### config.mk
export PLATFORM = sky130hd
export DESIGN_NAME = cycle_timer
export DESIGN_NICKNAME = d
export VERILOG_FILES = /design/src/rtl/cycle_timer.sv
export SDC_FILE = /design/constraint.sdc
export NUM_CORES = 1
export LEC_CHECK = 0
export CAP_MARGIN = 5
export CORE_MARGIN = 1
export CORE_UTILIZATION = 53
export DETAILED_ROUTE_END_ITERATION = 12
export PLACE_DENSITY_LB_ADDON = 0.05
export SLEW_MARGIN = 0
export SYNTH_ARGS = -nofsm -noshare
export SYNTH_HDL_FRONTEND = slang
export SYNTH_SLANG_ARGS = --single-unit
### constraint.sdc
create_clock -name Clk -period 3.7 [get_ports Clk]
set_input_delay 0.555 -clock Clk [delete_from_list [all_inputs] [get_ports Clk]]
set_output_delay 0.555 -clock Clk [all_outputs]
set_load 0.02 [all_outputs]
### src/rtl/cycle_timer.sv
// Cycle timer: counts a requested number of clocks with Busy high, then pulses Done.
// Supports abort, zero-length intervals and back-to-back restarts from the DONE cycle.
module cycle_timer #(
  parameter int WIDTH = 32
) (
  input  logic             Clk,
  input  logic             Rst,
  input  logic             Start,
  input  logic             Abort,
  input  logic [WIDTH-1:0] Ncycles,
  output logic             Busy,
  output logic             Done,
  output logic             Pulse_n,
  output logic [WIDTH-1:0] Elapsed,
  output logic [1:0]       dbg_state
);

  typedef enum logic [1:0] {
    IDLE  = 2'd0,
    COUNT = 2'd1,
    DONE  = 2'd2
  } state_t;

  state_t           state;
  logic [WIDTH-1:0] target;
  logic             start_ok;

  // Abort outranks Start on the same edge, even where Abort itself does nothing.
  assign start_ok  = (state != COUNT) && Start && !Abort;
  assign dbg_state = state;

  always_ff @(posedge Clk) begin
    if (Rst) begin
      state   <= IDLE;
      target  <= '0;
      Busy    <= 1'b0;
      Done    <= 1'b0;
      Pulse_n <= 1'b1;
      Elapsed <= '0;
    end else begin
      case (state)
        IDLE, DONE: begin
          if (start_ok) begin
            target  <= Ncycles;
            Elapsed <= '0;
            if (Ncycles == '0) begin
              state   <= DONE;
              Busy    <= 1'b0;
              Pulse_n <= 1'b1;
              Done    <= 1'b1;
            end else begin
              state   <= COUNT;
              Busy    <= 1'b1;
              Pulse_n <= 1'b0;
              Done    <= 1'b0;
            end
          end else begin
            state <= IDLE;
            Done  <= 1'b0;
          end
        end
        COUNT: begin
          if (Abort) begin
            state   <= IDLE;
            Busy    <= 1'b0;
            Pulse_n <= 1'b1;
            Done    <= 1'b0;
          end else begin
            Elapsed <= Elapsed + 1'b1;
            // target is nonzero in COUNT, so target-1 cannot underflow and Elapsed never wraps.
            if (Elapsed == target - 1'b1) begin
              state   <= DONE;
              Busy    <= 1'b0;
              Pulse_n <= 1'b1;
              Done    <= 1'b1;
            end
          end
        end
        default: begin
          state   <= IDLE;
          Busy    <= 1'b0;
          Pulse_n <= 1'b1;
          Done    <= 1'b0;
        end
      endcase
    end
  end

endmodule

==> reports/summary.log, run 1 <==
qor: power_and_ir_drop.irDropWorstVdd 0.264 mV
qor: route.routed_length_per_instance 17.0 µm
qor: clocking.clock_latency 0.35 ns
qor: synthesis.synth.yosys.seq_area_share 33.6%
qor: min_path.min-delay-path-class reg -> reg
qor: synthesis.synth-seq-cells 68
qor: clocking.post_cts_setup_driven_buffer_insertion_count 0
qor: clocking.root_buffer_cell sky130_fd_sc_hd__clkbuf_8
qor: clocking.cts.reportedPaths.clkPinSlew 0.09 ns
qor: clocking.cts_htree_levels 3
qor: synthesis.synthesis.instances 518
qor: timing.timing.final.crit_period 3.49 ns
qor: synthesis.synth_top_cells_by_count sky130_fd_sc_hd__nand2_1 (88), sky130_fd_sc_hd__dfxtp_1 (68), sky130_fd_sc_hd__a21oi_1 (47)
qor: global_routing.groute.usage.overall 30.3%
qor: timing.finalSetupTns 0 ns
qor: route.dr_total_vias 4121
qor: synthesis.post-synth-top-count-cell sky130_fd_sc_hd__nand2_1
qor: route.ant_nets 0
qor: synthesis.synth_edf_count 0
qor: synthesis.yosys.area.top_type_share 33.6%
qor: power_and_ir_drop.cellInternalPower 1.34 mW
qor: timing.max_clock_freq 0.287 GHz
qor: timing.transition_time_of_the_tightest_slew_check_pin 0.665 ns
qor: route.detailedRoute.firstPassIterationCount 7
qor: power_and_ir_drop.clock_power_share 39.2%
qor: clocking.clock_tree_from_tritoncts built
qor: job.maxCapViolations 0
qor: die.core_area 0.00733 mm²
qor: die.boundaryPins 73
qor: placement.postPlaceCellArea 0.00485 mm²
qor: power_and_ir_drop.power-per-cell-area 366 mW/mm²
qor: setup_path.worst_ep_required 3.95 ns
qor: synthesis.synth_area_leaders sky130_fd_sc_hd__dfxtp_1 (34%), sky130_fd_sc_hd__nand2_1 (8.2%), sky130_fd_sc_hd__xor2_1 (7.6%)
qor: power_and_ir_drop.totalPowerFinal 1.86 mW
qor: setup_path.worst_r2r_path_depth 9
qor: finish.fillers 600
qor: setup_path.cp.arrival 3.73 ns
qor: power_and_ir_drop.power.share.switching 27.8%
qor: placement.place_hpwl 8.81 mm
qor: timing.final_clock_period_utilization_by_the_worst_path 94.2%
qor: finish.layout.cell_area.non_filler 0.00508 mm²
qor: power_and_ir_drop.comb_power_share 18.6%
qor: setup_path.timing.reg2reg.setup_slack 0.21 ns
qor: finish.post_route_cells_drive_above_1_share 7.64%
qor: timing.clock-skew-final 0.0161 ns
qor: power_and_ir_drop.static-leakage-power 1.79 nW
qor: power_and_ir_drop.share_seq_of_total_power 42.2%
qor: die.initial_core_util 55.2%
qor: placement.port-buffer-count 72
qor: synthesis.synth.net_count 556
qor: clocking.clock_tree.buffer_depth 2
qor: setup_path.critical_path_class reg -> reg
qor: global_routing.wire_length_of_the_first_global_routing_pass 18.3 mm
qor: timing.timing.final.hold_violations 0
qor: setup_path.start_kind flop
qor: global_routing.grt_pass1_vias 3689
qor: global_routing.grt_antenna_before_repair 0
qor: synthesis.yosysWarnings 0
qor: timing.report.final.setup_viol 0
qor: die.floorplan.die.height 89.4 µm
qor: finish.insertedDiodeCount 0
qor: synthesis.ys.flop_type sky130_fd_sc_hd__dfxtp_1
qor: global_routing.global_route.overflow_total 0
qor: finish.num-nets-final 622
qor: setup_path.cp_max_fo 7
qor: clocking.cts_buffers 9
qor: route.dr.first_iter.drc_count 318
qor: synthesis.yosys_top_cell_by_area sky130_fd_sc_hd__dfxtp_1
qor: clocking.cts_resized 0
qor: clocking.numClockSinks 68
qor: global_routing.grt_max_degree 33
qor: power_and_ir_drop.p_sw 518 µW
qor: timing.unrepaired_setup_endpoints_after_global_routing false
qor: synthesis.postSynth.asyncResetShare 0%
qor: route.routed_wirelength 11.7 mm
qor: finish.syn_to_final_growth 25.5%
qor: route.via_per_inst 5.99
qor: die.die_w 89.4 µm
qor: die.die_area 0.00800 mm²
qor: die.rows 31
qor: timing.slew_headroom 55.3%
qor: min_path.holdPathStages 2
qor: synthesis.yosys_cell_types 60
qor: route.drcViolationCount 0
qor: timing.maxSlewViolCount 0
qor: placement.weighted_congestion_at_the_end_of_routability_driven_global_placement 0.892
qor: synthesis.post_synth.cell_area_avg 7.82 µm²
qor: status.result_of_the_run finished, final reports clean
qor: clocking.cts_hold_repair.buffers 0
qor: synthesis.post_synthesis_cell_area 0.00405 mm²
qor: setup_path.endpoint_kind flop
## cell type report
type	instances	area [µm²]	share of cell area, %
Clock inverter	3	67.6	1.33
Timing Repair Buffer	81	788	15.5
Inverter	8	30.0	0.591
Tap cell	99	124	2.44
Clock buffer	13	169	3.32
Multi-Input combinational cell	416	2540	50.0
Sequential cell	68	1360	26.8
## registers in the layout, summed over array words and instances, names as in the netlist
name	cells
Busy	1
target	32
Elapsed	32
dbg_state	2
Pulse_n	1
## stage by stage
stage | hold WS [ns] | setup WS [ns] | instances | util (%)
CTS | 0.506 | 0.246 | 688 | 69.3
global route | 0.526 | 0.0322 | 688 | 69.3
detailed placement | 0.495 | 0.277 | 672 | 66.1
floorplan | 0.449 | 0.519 | 518 | -
finish | 0.506 | 0.214 | 688 | 69.3
global placement | 0.478 | 0.371 | 672 | 66.1
## power groups by stage
stage | logic [mW] | clock network (mW) | registers [mW]
3_3_place_gp | 0.335 | 0 | 0.801
4_1_cts | 0.342 | 0.740 | 0.784
2_1_floorplan | 0.233 | 0 | 0.789
3_5_place_dp | 0.339 | 0 | 0.801
6_report | 0.346 | 0.729 | 0.786
5_1_grt | 0.380 | 0.766 | 0.788
## worst max-delay path, cell delays in order, from the launching register on
cell and delay, ns:
sky130_fd_sc_hd__dfxtp_1 0.36, sky130_fd_sc_hd__inv_1 0.07, sky130_fd_sc_hd__ha_1 0.30, sky130_fd_sc_hd__or4b_2 0.69
sky130_fd_sc_hd__nor4_1 0.32, sky130_fd_sc_hd__xnor2_1 0.17, sky130_fd_sc_hd__o211ai_1 0.10, sky130_fd_sc_hd__or4_1 0.44
sky130_fd_sc_hd__or4_4 0.57, sky130_fd_sc_hd__a2111oi_4 0.34
## cells in the final DEF (no fill, tap or decap), types with 2 or more instances in the layout
master	synthesis	layout
sky130_fd_sc_hd__nand4_1	14	14
sky130_fd_sc_hd__nor2b_1	7	7
sky130_fd_sc_hd__and2_1	2	2
sky130_fd_sc_hd__nor2_1	40	39
sky130_fd_sc_hd__or4_1	6	6
sky130_fd_sc_hd__nand2_1	88	88
sky130_fd_sc_hd__o211ai_1	3	3
sky130_fd_sc_hd__or4_4	3	3
sky130_fd_sc_hd__nand4b_1	4	4
sky130_fd_sc_hd__clkbuf_8	0	12
sky130_fd_sc_hd__nand2b_1	8	8
sky130_fd_sc_hd__bufinv_16	0	2
sky130_fd_sc_hd__or3_1	7	7
sky130_fd_sc_hd__dfxtp_1	68	68
sky130_fd_sc_hd__o311ai_0	2	2
sky130_fd_sc_hd__xnor2_1	26	26
sky130_fd_sc_hd__o2111ai_1	5	5
sky130_fd_sc_hd__o21ai_0	10	10
sky130_fd_sc_hd__nand3b_1	2	2
sky130_fd_sc_hd__clkdlybuf4s50_1	0	72
sky130_fd_sc_hd__a211o_1	2	2
sky130_fd_sc_hd__and3_1	8	8
sky130_fd_sc_hd__xor2_1	35	35
sky130_fd_sc_hd__inv_1	8	8
sky130_fd_sc_hd__nor4_1	17	17
sky130_fd_sc_hd__ha_1	2	2
sky130_fd_sc_hd__nand3_1	18	18
sky130_fd_sc_hd__nor4_2	4	4
sky130_fd_sc_hd__a211oi_1	5	5
sky130_fd_sc_hd__a21oi_1	47	47
sky130_fd_sc_hd__and4_1	4	4
sky130_fd_sc_hd__or2_2	3	3
sky130_fd_sc_hd__nor3_1	18	18
sky130_fd_sc_hd__buf_4	1	9
## cell families after synthesis
group,Yosys count,share of synthesized area [%]
buffers and inverters,34,3.68
AOI/OAI and AO/OA,90,14.5
muxes,2,0.525
DFF,68,33.6
adders and majority gates,2,0.618
and+or+nand+nor,261,33.9
xor gates and xnor gates,61,13.2
## path summary, 6_finish.rpt
check,endpoint,from
worst max-delay path,dbg_state[1],target[0]
worst min-delay path,target[31],target[31]
worst max register to register,dbg_state[1],target[0]
worst min register to register,target[31],target[31]
## per-layer routing
layer / part of all wire (%) / global-route usage, % / vias up / wire [µm]
li1: - / - / 1979 / -
met1: 45 / 40.3 / 1940 / 5220
met2: 46 / 49.2 / 179 / 5440
met3: 6.8 / 5.08 / 23 / 795
met4: 2.2 / 11.5 / 0 / 260
met5: 0 / 0 / - / 0
(Power assumes the default switching activity.)
==> run 2: changes to the inputs <==
==> constraint.sdc (replaced) <==
create_clock -name Clk -period 3.7 [get_ports Clk]
set_input_delay 0.555 -clock Clk [delete_from_list [all_inputs] [get_ports Clk]]
set_output_delay 0.555 -clock Clk [all_outputs]
set_load 0.05 [all_outputs]
==> results of run 2 <==
The final DEF is identical to that of run 1. Status: finished, final reports clean.
Main changes from that run: total power 1.86 mW -> 1.87 mW
==> run 3: changes to the inputs <==
--- a/config.mk
+++ b/config.mk
@@ -9,7 +9,7 @@
 export CORE_MARGIN = 1
 export CORE_UTILIZATION = 53
 export DETAILED_ROUTE_END_ITERATION = 12
-export PLACE_DENSITY_LB_ADDON = 0.05
+export PLACE_DENSITY = 0.8
 export SLEW_MARGIN = 0
 export SYNTH_ARGS = -nofsm -noshare
 export SYNTH_HDL_FRONTEND = slang
==> run 3 against run 2 <==
Against the previous run:
- non-clock buffer count stayed put
- flip-flop and latch count stayed put
- clock-buffer cell count is 3 lower
- critical path depth stayed put
- worst setup slack better by 0.038 ns
- hold slack worse by 0.036 ns
- register-to-register slack better by 0.04 ns
- cell count stayed put
- largest cell class unchanged
- wire length is 0.79% lower
==> reports/summary.log, run 3 (synthesis results as in run 1) <==
qor: clocking.root_buffer_cell sky130_fd_sc_hd__clkbuf_8
qor: finish.seqCellArea 0.00136 mm² [unchanged]
qor: setup_path.crit_path_max_incr_delay 0.68 ns [about the same]
qor: die.rows 31 [unchanged]
qor: route.dr.first_iter.drc_count 267 [-16%]
qor: die.floorplan.die.height 89.4 µm [unchanged]
qor: die.core_area 0.00733 mm² [unchanged]
qor: clocking.cts.reportedPaths.clkPinSlew 0.08 ns [about the same]
qor: finish.multi_input_area 0.00254 mm² [unchanged]
qor: timing.report.final.setup_viol 0 [unchanged]
qor: clocking.cts_hold_repair.buffers 0 [unchanged]
qor: timing.clock-skew-final 0.00952 ns [-0.00658 ns]
qor: finish.syn_to_final_growth 25.8%
qor: setup_path.worst_ep_required 3.95 ns [about the same]
qor: global_routing.global_route.overflow_total 0 [unchanged]
qor: clocking.clock_latency 0.35 ns [about the same]
qor: status.result_of_the_run finished, final reports clean
qor: job.maxCapViolations 0 [unchanged]
qor: die.initial_core_util 55.2% [unchanged]
qor: route.routed_wirelength 11.6 mm [-0.79%]
qor: placement.place_hpwl 8.82 mm [about the same]
qor: setup_path.cp_slowest_cell sky130_fd_sc_hd__or4b_2
qor: finish.most-common-layout-cells sky130_fd_sc_hd__nand2_1 (88), sky130_fd_sc_hd__clkdlybuf4s50_1 (72), sky130_fd_sc_hd__dfxtp_1 (68)
qor: finish.post_layout_nonfiller_instances 688 [unchanged]
qor: finish.insertedDiodeCount 0 [unchanged]
qor: die.boundaryPins 73 [unchanged]
qor: min_path.min_from target[31]
qor: clocking.post_cts_setup_driven_buffer_insertion_count 0 [unchanged]
qor: route.dr_total_vias 4122 [+0.024%]
qor: die.die_area 0.00800 mm² [unchanged]
qor: finish.fillers 620 [+3.3%]
qor: setup_path.critical_path_class reg -> reg
qor: global_routing.busiest_layer met2
qor: die.die_w 89.4 µm [unchanged]
qor: global_routing.groute.usage.overall 30.4% [+0.10 points]
qor: power_and_ir_drop.static-leakage-power 1.80 nW [+0.32%]
qor: setup_path.worst_r2r_startpoint target[0]
qor: clocking.clock_tree_from_tritoncts built
qor: placement.weighted_congestion_at_the_end_of_routability_driven_global_placement 0.960 [+7.6%]
qor: placement.postPlaceCellArea 0.00485 mm² [unchanged]
qor: clocking.cts_buffers 9 [unchanged]
qor: timing.timing.final.hold_violations 0 [unchanged]
qor: setup_path.start_kind flop
qor: timing.maxSlewViolCount 0 [unchanged]
qor: setup_path.endpoint_kind flop
qor: timing.timing.final.crit_period 3.45 ns [-0.0384 ns]
qor: global_routing.grt_pass1_vias 3638 [-1.4%]
qor: finish.final_core_utilization 69.5% [+0.17 points]
qor: global_routing.grt_max_degree 28 [-15%]
qor: global_routing.wire_length_of_the_first_global_routing_pass 18.1 mm [-0.79%]
qor: finish.post_route_cells_drive_above_1_share 7.81% [+0.17 points]
qor: timing.slew_headroom 50.0% [-5.2 points]
qor: clocking.clock_tree.buffer_depth 2 [unchanged]
qor: timing.unrepaired_setup_endpoints_after_global_routing false
qor: global_routing.use_met3 6.28% [+1.2 points]
qor: timing.transition_time_of_the_tightest_slew_check_pin 0.750 ns [+0.0848 ns]
qor: global_routing.use_met1 41.6% [+1.3 points]
qor: finish.num-nets-final 622 [unchanged]
qor: timing.finalSetupTns 0 ns [unchanged]
qor: finish.layout.cell_area.non_filler 0.00509 mm² [+0.25%]
qor: power_and_ir_drop.power-per-cell-area 373 mW/mm²
qor: clocking.cts_resized 0 [unchanged]
qor: route.routed_length_per_instance 16.9 µm [-0.79%]
qor: route.detailedRoute.firstPassIterationCount 5 [-2]
qor: power_and_ir_drop.irDropWorstVdd 0.204 mV
qor: min_path.min-delay-path-class reg -> reg
qor: setup_path.cell_chain_of_the_critical_path inv_1 -> ha_1 -> or4b_2 -> nor4_1 -> xnor2_1 -> o211ai_1 -> or4_1 -> or4_4 -> a2111oi_4
qor: setup_path.critical_path.startpoint target[0]
qor: global_routing.grt_util_met2 48.5% [-0.69 points]
qor: global_routing.grt_antenna_before_repair 0 [unchanged]
qor: clocking.cts_htree_levels 3 [unchanged]
qor: route.via_per_inst 5.99 [about the same]
qor: timing.final_clock_period_utilization_by_the_worst_path 93.2% [-1.0 points]
qor: setup_path.timing.reg2reg.setup_slack 0.25 ns [+0.04 ns]
qor: placement.port-buffer-count 72 [unchanged]
qor: setup_path.cp_max_fo 7 [unchanged]
qor: setup_path.cp.arrival 3.70 ns [-0.03 ns]
qor: clocking.numClockSinks 68 [unchanged]
qor: route.drcViolationCount 0 [unchanged]
qor: timing.max_clock_freq 0.290 GHz [+1.1%]
qor: placement.placedCellCount 672 [unchanged]
qor: route.ant_nets 0 [unchanged]
qor: finish.most_frequent_standard_cell_in_the_layout_excluding_fill_and_tap_cells sky130_fd_sc_hd__nand2_1
## run 3: layout make-up
cell class	instances	share of cell area (%)
Tap cell	99	2.43
Clock buffer	10	2.70
Sequential cell	68	26.7
Timing Repair Buffer	81	15.5
Multi-Input combinational cell	416	49.9
Inverter	8	0.589
Clock inverter	6	2.19
## run 3: power breakdown
part           leakage, nW  total (mW)  internal, mW  switching [mW]
combinational         1.13       0.355         0.156           0.199
sequential           0.552       0.785         0.751          0.0343
clock                0.122       0.760         0.466           0.294
## run 3: final timing paths
check | to | cells after the start
hold / removal | target[31] | 2
setup reg to reg | dbg_state[1] | 9
setup / recovery | dbg_state[1] | 9
hold reg to reg | target[31] | 2
## run 3: stage by stage
step           power [mW]  hold slack, ns  worst slack (ns)
6_report             1.90           0.470             0.253
5_1_grt              1.98           0.492            0.0563
4_1_cts              1.90           0.474             0.261
3_5_place_dp         1.15           0.463             0.300
3_3_place_gp         1.15           0.459             0.376
2_1_floorplan        1.03           0.449             0.519
## run 3: layer usage
| layer | part of all wire [%] | vias to the layer above | routed length [µm] |
|---|---|---|---|
| met5 | 0 | - | 0 |
| met4 | 1.4 | 0 | 158 |
| met3 | 6.9 | 18 | 806 |
| met2 | 46 | 178 | 5310 |
| met1 | 46 | 1934 | 5350 |
| li1 | - | 1992 | - |
## run 3: critical path, delay by kind of cell (launching register included)
family,cells,cell delay (ns)
AO/OA/AOI/OAI,2,0.47
XOR/XNOR,1,0.16
adder cells (fa/ha/maj),1,0.27
buffers and inverters,1,0.08
flip-flops,1,0.36
AND/OR/NAND/NOR,4,2.01
